<file path="config.mk">
export PLATFORM = sky130hd
export DESIGN_NAME = sync_fifo
export DESIGN_NICKNAME = d
export VERILOG_FILES = /design/src/rtl/sync_fifo_pkg.sv /design/src/rtl/sync_fifo_mem.sv /design/src/rtl/sync_fifo.sv
export SDC_FILE = /design/constraint.sdc
export NUM_CORES = 1
export LEC_CHECK = 0
export CAP_MARGIN = 15
export CORE_ASPECT_RATIO = 1.4
export CORE_UTILIZATION = 35
export CTS_CLUSTER_DIAMETER = 50
export CTS_CLUSTER_SIZE = 10
export DETAILED_ROUTE_END_ITERATION = 8
export MAX_ROUTING_LAYER = met4
export PLACE_DENSITY = 0.5
export SLEW_MARGIN = 15
export SYNTH_ARGS = -nofsm -noshare
export SYNTH_HDL_FRONTEND = slang
export SYNTH_SLANG_ARGS = --single-unit
</file>
<file path="constraint.sdc">
create_clock -name clk -period 3.06 [get_ports clk]
set_input_delay 0.306 -clock clk [delete_from_list [all_inputs] [get_ports clk]]
set_output_delay 0.306 -clock clk [all_outputs]
set_load 0.01 [all_outputs]
</file>
<file path="src/rtl/sync_fifo_pkg.sv">
`default_nettype none
// ============================================================================
// Module   : sync_fifo_pkg
// Purpose  : Default sizing constants and depth helper shared by the FIFO.
// Revision : 1.0
// ============================================================================
package sync_fifo_pkg;

  localparam int DEFAULT_DATA_WIDTH = 8;
  localparam int DEFAULT_ADD_WIDTH  = 3;

  function automatic int fifo_depth(input int add_width);
    return 1 << add_width;
  endfunction

endpackage
`default_nettype wire

</file>
<file path="src/rtl/sync_fifo_mem.sv">
`default_nettype none
// ============================================================================
// Module   : sync_fifo_mem
// Purpose  : FIFO storage array with one write port, a registered read port
//            and a synchronous clear of every entry and the read register.
// Revision : 1.0
// ============================================================================
module sync_fifo_mem
  import sync_fifo_pkg::*;
#(
  parameter int DATA_WIDTH = DEFAULT_DATA_WIDTH,
  parameter int ADD_WIDTH  = DEFAULT_ADD_WIDTH
) (
  input  logic                  clk,
  input  logic                  rst,
  input  logic                  wr_en,
  input  logic [ADD_WIDTH-1:0]  wr_addr,
  input  logic [DATA_WIDTH-1:0] wr_data,
  input  logic                  rd_en,
  input  logic [ADD_WIDTH-1:0]  rd_addr,
  output logic [DATA_WIDTH-1:0] rd_data
);

  localparam int DEPTH = fifo_depth(ADD_WIDTH);

  logic [DATA_WIDTH-1:0] mem [DEPTH];

  always_ff @(posedge clk) begin
    if (rst) begin
      for (int i = 0; i < DEPTH; i++) begin
        mem[i] <= '0;
      end
    end else if (wr_en) begin
      mem[wr_addr] <= wr_data;
    end
  end

  // The controller never enables both ports on the same address in one cycle.
  always_ff @(posedge clk) begin
    if (rst) begin
      rd_data <= '0;
    end else if (rd_en) begin
      rd_data <= mem[rd_addr];
    end
  end

endmodule
`default_nettype wire

</file>
<file path="src/rtl/sync_fifo.sv">
`default_nettype none
// ============================================================================
// Module   : sync_fifo
// Purpose  : Single-clock FIFO with wrap-bit pointers and registered read data.
//            Define SYNC_FIFO_COUNT_EN to add the data_count occupancy output.
// Revision : 1.0
// ============================================================================
module sync_fifo
  import sync_fifo_pkg::*;
#(
  parameter int DATA_WIDTH = DEFAULT_DATA_WIDTH,
  parameter int ADD_WIDTH  = DEFAULT_ADD_WIDTH
) (
  input  logic                  clk,
  input  logic                  rst,
  input  logic                  wr_en,
  input  logic [DATA_WIDTH-1:0] data_in,
  input  logic                  rd_en,
  output logic [DATA_WIDTH-1:0] data_out,
  output logic                  fifo_full,
  output logic                  fifo_empty
`ifdef SYNC_FIFO_COUNT_EN
  ,
  output logic [ADD_WIDTH:0]    data_count
`endif
);

  localparam logic [ADD_WIDTH:0] PTR_ONE = {{ADD_WIDTH{1'b0}}, 1'b1};

  logic [ADD_WIDTH:0] wr_ptr;
  logic [ADD_WIDTH:0] rd_ptr;
  logic               wr_accept;
  logic               rd_accept;

  // Equal low bits mean either empty or full; the wrap bit tells them apart.
  assign fifo_empty = (wr_ptr == rd_ptr);
  assign fifo_full  = (wr_ptr[ADD_WIDTH] != rd_ptr[ADD_WIDTH]) &&
                      (wr_ptr[ADD_WIDTH-1:0] == rd_ptr[ADD_WIDTH-1:0]);

  assign wr_accept = wr_en && !fifo_full;
  assign rd_accept = rd_en && !fifo_empty;

  always_ff @(posedge clk) begin
    if (rst) begin
      wr_ptr <= '0;
      rd_ptr <= '0;
    end else begin
      if (wr_accept) begin
        wr_ptr <= wr_ptr + PTR_ONE;
      end
      if (rd_accept) begin
        rd_ptr <= rd_ptr + PTR_ONE;
      end
    end
  end

`ifdef SYNC_FIFO_COUNT_EN
  assign data_count = wr_ptr - rd_ptr;
`endif

  sync_fifo_mem #(
    .DATA_WIDTH (DATA_WIDTH),
    .ADD_WIDTH  (ADD_WIDTH)
  ) u_mem (
    .clk     (clk),
    .rst     (rst),
    .wr_en   (wr_accept),
    .wr_addr (wr_ptr[ADD_WIDTH-1:0]),
    .wr_data (data_in),
    .rd_en   (rd_accept),
    .rd_addr (rd_ptr[ADD_WIDTH-1:0]),
    .rd_data (data_out)
  );

endmodule
`default_nettype wire

</file>
# Yosys cells after proc, flatten, opt, wreduce, memory -nomap -nowiden
# Memories as Yosys holds them, arrays and structs flattened. A register that Yosys moved wholly into a read port is not among the register bits.
# Index checks and enable logic that the tools add are counted.
# word_totals
memories	1
register_bits	8
ramBits	64
in_bits	12
out_inout_bits	10
word_cells	22
# memory_table
memory	words	word_bits	read_ports	rd_ports_with_merged_regs	wr	line_no	source
u_mem.mem	8	8	1	1	8	sync_fifo_mem.sv:26	logic [DATA_WIDTH-1:0] mem [DEPTH];
# op_classes
n_reduce_logical	6
mux	8
add_sub_neg	2
eq_ne	3
# ops
cell	n
$add 4x1->4 const B	2
$mux 8	1
$reduce_or 8->1	1
$mux 1	6
$eq 4x4->1	1
$eq 3x3->1	1
$logic_and 1x1->1	3
$mux 3	1
$logic_not 1->1	2
$ne 1x1->1	1

# Longest topological paths before layout
# Gate-level depths: netlist of run 1.
# depth
ltp_word	9
ltp_mapped	6
depth_no_buf	4

# Modules after synthesis
# A second synthesis of run 1 with hierarchy kept.
# unflattened
hier_cells	296
hier_area_um2	3892.5
# by_module_without_submodules
mod	cells_per_inst	n_inst	seq_area_each_um2	area_per_inst_um2
sync_fifo_mem	233	1	2082.0	3279.4
sync_fifo	63	1	160.2	613.1

# Least setup slack after synthesis of run 1
# No wires, ideal clock.
# synth_timing
path_kind	flip-flop to flip-flop
startpoint	reg rd_ptr[1]
endpoint	mem u_mem.mem[1][0] (netlist bit) (enable)
setup_time_ps	271
period_less_slack_ps	2235
arrival_ps	1964
path_stages_with_launch	6
n_path_buf	1
setup_slack_ps	825
required_time_ps	2789
path_cell_list	dfxtp_1 > buf_6 > xor2_1 > nor4_1 > nor3_1 > or2_2
# synth_rtl
element	line_no	source
from (decl)	sync_fifo.sv:31	logic [ADD_WIDTH:0] rd_ptr;
from (signal assigned)	sync_fifo.sv:52	rd_ptr <= rd_ptr + PTR_ONE;
to (decl)	sync_fifo_mem.sv:26	

# Worst setup path in the final report of run 1
# layout_timing
startpoint	reg wr_ptr[0]
endpoint	out fifo_full
# layout_via
elab_chain_len	2
# layout_rtl
element	line_no	source
from (decl)	sync_fifo.sv:30	logic [ADD_WIDTH:0] wr_ptr;
from (signal assigned)	sync_fifo.sv:49	wr_ptr <= wr_ptr + PTR_ONE;
$eq 3x3->1	sync_fifo.sv:38	(wr_ptr[ADD_WIDTH-1:0] == rd_ptr[ADD_WIDTH-1:0]);
$logic_and 1x1->1	sync_fifo.sv:37	assign fifo_full = (wr_ptr[ADD_WIDTH] != rd_ptr[ADD_WIDTH]) &&
to (decl)	sync_fifo.sv:20	output logic fifo_full,
# No other way between the ends.

==> flow_metrics.py, run 1 <==
metrics = {
    "floorplanning": {
        "die_w_um": 88.0,
        "num_rows": 43,
        "ios": 22,
        "start_util_pct": 36.2,
        "core_area_mm2": 0.0100,
        "die_height_um": 122,
        "dieArea_mm2": 0.0108,
    },
    "power": {
        "power.total_mw": 2.81,
        "power_density_mw_per_mm2": 644,
        "leakagePower_nw": 1.55,
        "peakVddDrop_v": 0.000294,
    },
    "placed_design": {
        "hpwl_mm": 5.21,
        "gp_congestion": 0.696,
        "io_buffers": 21,
    },
    "sta": {
        "skew_ns": 0.00779,
        "setup_viol": 0,
        "rsz0062_at_grt": "no",
        "period_needed_ns": 2.69,
        "tightestPinTransition_ns": 0.743,
        "final-hold-violation-count": 0,
        "slew_headroom_pct": 50.1,
        "tns_ns": 0,
        "fin_crit_sh_pct": 87.9,
        "clock.fmax_mhz": 372,
        "maxSlewViolCount": 0,
    },
    "drt": {
        "via_per_inst": 4.77,
        "drt_iter0_markers": 118,
        "routedWlPerCell_um": 17.3,
        "routed_wl_mm": 7.39,
        "drc_errors": 0,
        "vias": 2036,
        "drtPass1Iterations": 4,
        "antenna_left": 0,
    },
    "setup_path": {
        "start_kind": "flop",
        "cp.arrival_ns": 2.38,
        "path_cells": "xor2_1 -> nor4_1 -> clkdlybuf4s50_1",
        "crit_required_ns": 2.75,
        "crit_family": "buffers and inverters",
        "slowest_delay_ns": 0.66,
        "end_kind": "output port",
        "crit_type": "flop to output port",
        "crit_slowest_cell": "clkdlybuf4s50_1",
        "path_buf_inv": 1,
        "crit_path_max_fanout": 9,
    },
    "status": {
        "status": "finished, final reports clean",
    },
    "cells_and_area": {
        "diodes": 0,
        "drive_gt1_share_pct": 18.5,
        "area_growth_pct": 20.4,
        "fill_cells": 935,
        "layout.nets": 301,
    },
    "grt": {
        "grt_max_degree": 21,
        "grt_overflow_total": 0,
        "grt_pass1_wl_mm": 11.5,
        "antenna_found_initial": 0,
        "grt_usage_pct": 15.9,
        "grt_pass1_vias": 1996,
    },
    "clocking": {
        "htree_num_levels": 3,
        "cts_root_buffer": "clkbuf_16",
        "clk_latency_ns": 0.34,
        "cts_tree": "done",
        "clkTransAtPathRegs_ns": 0.06,
        "numCtsBuffers": 9,
        "cts_resized": 0,
        "cts_buffer_depth": 2,
        "post_cts_buffers": 0,
        "cts_hold_buf": 0,
        "numClockSinks": 80,
    },
    "hold_path": {
        "min_path_type": "flop to flop",
    },
    "synth": {
        "synth_cell_types": 32,
        "synth_cells": 255,
        "avgSynthCellArea_um2": 14.2,
        "ys_warn_count": 0,
        "synth.cell_area_mm2": 0.00362,
        "ys_seq_elements": 80,
        "syn-num-nets": 269,
        "ys_seq_area_share_pct": 61.9,
    },
    "job": {
        "cap_violations": 0,
    },
}
[final cells by class]
cell class	instances	area [um2]	share of cell area (%)
Clock buffer	10	229	5.25
Tap cell	135	169	3.87
Timing Repair Buffer	34	308	7.06
Clock inverter	6	92.6	2.12
Inverter	3	11.3	0.258
Sequential cell	80	2240	51.4
Multi-Input combinational cell	159	1310	30.0
[path summary, 6_finish.rpt]
kind / from / to / slack, ns / cells past startpoint
worst max-delay path: wr_ptr[0] / fifo_full / 0.37 / 3
worst max register to register: wr_ptr[0] / u_mem.mem[0][3] / 0.67 / 5
worst min register to register: u_mem.rd_data[4] / u_mem.rd_data[4] / 0.49 / 2
worst min-delay path: u_mem.rd_data[4] / u_mem.rd_data[4] / 0.49 / 2
[placed cells by master, fill, tap and decap left out, drive strengths merged]
cell type	count
a211oi	8
a21o	1
a21oi	4
and2	64
buf	13
bufinv	2
clkbuf	10
clkdlybuf4s50	21
clkinv	1
clkinvlp	2
dfxtp	16
edfxtp	64
ha	2
inv	4
mux2i	9
mux4	16
nand2	3
nand2b	2
nand3	3
nor2	12
nor3	3
nor4	7
o21ai	3
o21bai	1
o41a	1
o41ai	2
or2	7
or3	3
or4	1
xnor2	2
xor2	5
[power breakdown]
part / total (mW) / switching [mW] / internal [mW] / leakage, nW
Combinational: 0.368 / 0.185 / 0.183 / 0.602
Clock: 1.16 / 0.442 / 0.719 / 0.149
Sequential: 1.28 / 0.0332 / 1.25 / 0.794
[per-layer routing]
layer / part of all wire [%] / GRT usage (%) / routed length, um / vias up
li1: - / - / - / 1011
met1: 44 / 18.9 / 3290 / 984
met2: 51 / 25.3 / 3770 / 31
met3: 2.5 / 3.50 / 187 / 10
met4: 1.9 / 7.58 / 138 / 0
met5: 0 / - / 0 / -
[Yosys cell counts]
cell type | n | area [um2]
ha_1 | 2 | 25.0
nand2_1 | 3 | 11.3
nor3_2 | 1 | 10.0
a21o_1 | 1 | 7.51
nor3_1 | 2 | 10.0
a211oi_1 | 8 | 60.1
o41a_1 | 1 | 11.3
nor4_1 | 6 | 37.5
nand3_1 | 3 | 15.0
o41ai_1 | 2 | 17.5
clkbuf_2 | 1 | 5.00
xnor2_1 | 2 | 17.5
inv_1 | 3 | 11.3
or2_2 | 7 | 43.8
a21oi_1 | 4 | 20.0
nor2_1 | 12 | 45.0
buf_4 | 2 | 15.0
or4_1 | 1 | 7.51
dfxtp_1 | 16 | 320
buf_2 | 2 | 10.0
buf_6 | 1 | 11.3
xor2_1 | 5 | 43.8
or3_1 | 3 | 18.8
o21bai_1 | 1 | 7.51
nor4_2 | 1 | 12.5
clkbuf_1 | 7 | 26.3
mux2i_1 | 9 | 90.1
o21ai_0 | 3 | 15.0
nand2b_1 | 2 | 12.5
mux4_2 | 16 | 360
edfxtp_1 | 64 | 1920
and2_1 | 64 | 400
[state kept, by name (all words and copies together), names as in the netlist]
name	flops
wr_ptr	4
u_mem.mem	64
u_mem.rd_data	8
rd_ptr	4
[cells by family after synthesis]
group / count (synthesis) / share of synthesized area [%]
and+or+nand+nor: 105 / 17.2
DFF: 80 / 61.9
buffers and inverters: 16 / 2.18
AOI/OAI and AO/OA: 20 / 3.84
xor gates and xnor gates: 7 / 1.69
adders and majority gates: 2 / 0.691
muxes: 25 / 12.4
[stage by stage]
stage	worst slack, ns	hold slack [ns]	std cells	cell area (um2)	utilization (%)
6_report	0.371	0.494	427	4360	43.6
5_1_grt	0.130	0.513	427	4360	43.6
4_1_cts	0.311	0.500	427	4360	43.6
3_5_place_dp	0.615	0.491	411	4040	40.3
3_3_place_gp	0.615	0.486	411	4040	40.3
2_1_floorplan	0.825	0.494	255	3620	-
[worst min-delay path, delay by kind of cell (launching register included)]
kind,cells,cell delay [ns]
flip-flops,1,0.31
AO/OA/AOI/OAI,1,0.05
AND/OR/NAND/NOR,1,0.09
(Power assumes the default switching activity.)
==> run 2, diff against run 1 <==
--- a/config.mk
+++ b/config.mk
@@ -7,6 +7,7 @@
 export LEC_CHECK = 0
 export CAP_MARGIN = 15
 export CORE_ASPECT_RATIO = 1.4
+export CORE_MARGIN = 3
 export CORE_UTILIZATION = 35
 export CTS_CLUSTER_DIAMETER = 50
 export CTS_CLUSTER_SIZE = 10
==> flow_metrics.py, run 2 (synthesis results as in run 1) <==
metrics = {
    "status": {
        "status": "finished, final reports clean",
    },
    "power": {
        "power_density_mw_per_mm2": 650,
        "p_int_mw": 2.19,
        "power_frac_seq_pct": 45.2,
        "power_frac_clock_pct": 41.9,
        "switchingPower_uw": 647,
        "swShare_pct": 22.8,
        "peakVddDrop_v": 0.000271,
        "power_frac_comb_pct": 12.9,
        "leakagePower_nw": 1.55,
        "power.total_mw": 2.84,
    },
    "sta": {
        "maxSlewViolCount": 0,
        "clock.fmax_mhz": 378,
        "final-hold-violation-count": 0,
        "tightestPinTransition_ns": 0.927,
        "tns_ns": 0,
        "setup_ws_ns": 0.412,
        "period_needed_ns": 2.65,
        "slew_headroom_pct": 38.0,
        "skew_ns": 0.00460,
        "setup_viol": 0,
        "holdWs_ns": 0.495,
        "rsz0062_at_grt": "no",
        "fin_crit_sh_pct": 86.5,
    },
    "placed_design": {
        "placed_cell_area_mm2": 0.00403,
        "io_buffers": 21,
        "pre_cts_ws_ns": 0.705,
        "dp_cells": 410,
        "gp_congestion": 0.733,
        "hpwl_mm": 5.38,
    },
    "clocking": {
        "post_cts_buffers": 0,
        "numClockSinks": 80,
        "numCtsBuffers": 9,
        "cts_hold_buf": 0,
        "cts_root_buffer": "clkbuf_16",
        "cts_buffer_depth": 2,
        "clkTransAtPathRegs_ns": 0.06,
        "cts_resized": 0,
        "cts_tree": "done",
        "htree_num_levels": 3,
        "clk_latency_ns": 0.33,
    },
    "grt": {
        "grt_pass1_vias": 2059,
        "grt_overflow_total": 0,
        "grt_usage_pct": 14.3,
        "grt_max_degree": 21,
        "grt_pass1_wl_mm": 11.8,
        "antenna_found_initial": 0,
    },
    "cells_and_area": {
        "layout_common_cells": "and2_1, edfxtp_1, clkdlybuf4s50_1, mux4_2, dfxtp_1",
        "fin_util_pct": 43.6,
        "regMostFlops": "u_mem.mem",
        "final_cell_area_mm2": 0.00436,
        "largest_register_ffs": 64,
        "drive_gt1_share_pct": 18.2,
        "reg.largest.list": "u_mem.mem (64), u_mem.rd_data (8)",
        "area_growth_pct": 20.5,
        "diodes": 0,
        "final_cells": 426,
        "layout.nets": 300,
    },
    "floorplanning": {
        "ios": 22,
        "dieArea_mm2": 0.0116,
        "die_w_um": 92.0,
        "num_rows": 43,
        "die_height_um": 126,
        "core_area_mm2": 0.0100,
        "start_util_pct": 36.2,
    },
    "hold_path": {
        "min_path_type": "flop to flop",
        "min_from": "u_mem.rd_data[6]",
    },
    "drt": {
        "drtPass1Iterations": 4,
        "vias": 2079,
        "drc_errors": 0,
        "routed_wl_mm": 7.45,
        "antenna_left": 0,
        "via_per_inst": 4.88,
        "drt_iter0_markers": 106,
        "routedWlPerCell_um": 17.5,
    },
    "job": {
        "cap_violations": 0,
    },
    "setup_path": {
        "crit_slowest_cell": "clkdlybuf4s50_1",
        "start_kind": "flop",
        "slowest_delay_ns": 0.65,
        "path_cells": "xor2_1 -> nor4_1 -> clkdlybuf4s50_1",
        "crit_required_ns": 2.75,
        "rr_startpoint": "wr_ptr[0]",
        "path_buf_inv": 1,
        "crit_family": "buffers and inverters",
        "cp.arrival_ns": 2.34,
        "crit_path_max_fanout": 9,
        "crit_type": "flop to output port",
        "cp-startpoint": "wr_ptr[0]",
        "end_kind": "output port",
    },
}
## run 2: tightest hold or removal path, cell delays in order (launching register included)
cell and delay [ns]:
dfxtp_1 0.31, nor2_1 0.09, a211oi_1 0.05
## run 2: area by class of cell
type / count / area (um2)
repair buffers: 33 / 300
clock buffers: 12 / 256
inverters: 3 / 11.3
flip-flops and latches: 80 / 2240
clock inverters: 4 / 76.3
multi-input cells: 159 / 1310
well taps: 135 / 169
fillers: 969 / 5640
## run 2: power groups by stage
stage	clock [mW]	sequential, mW	combinational (mW)
CTS	1.22	1.28	0.373
floorplan	0	1.30	0.228
detailed placement	0	1.31	0.373
global placement	0	1.31	0.369
finish	1.19	1.28	0.366
global route	1.27	1.29	0.399
## run 2: final timing paths
path | endpoint | slack [ns] | cells after the start
setup / recovery | fifo_full | 0.41 | 3
hold / removal | u_mem.rd_data[6] | 0.49 | 2
setup reg to reg | u_mem.mem[5][6] | 0.72 | 5
hold reg to reg | u_mem.rd_data[6] | 0.49 | 2
## run 2: metal layers
layer / track usage (%) / vias up / wire (um)
met5: - / - / 0
met4: 7.35 / 0 / 177
met3: 2.19 / 12 / 214
met2: 23.3 / 35 / 3830
met1: 17.2 / 1025 / 3230
li1: - / 1007 / -
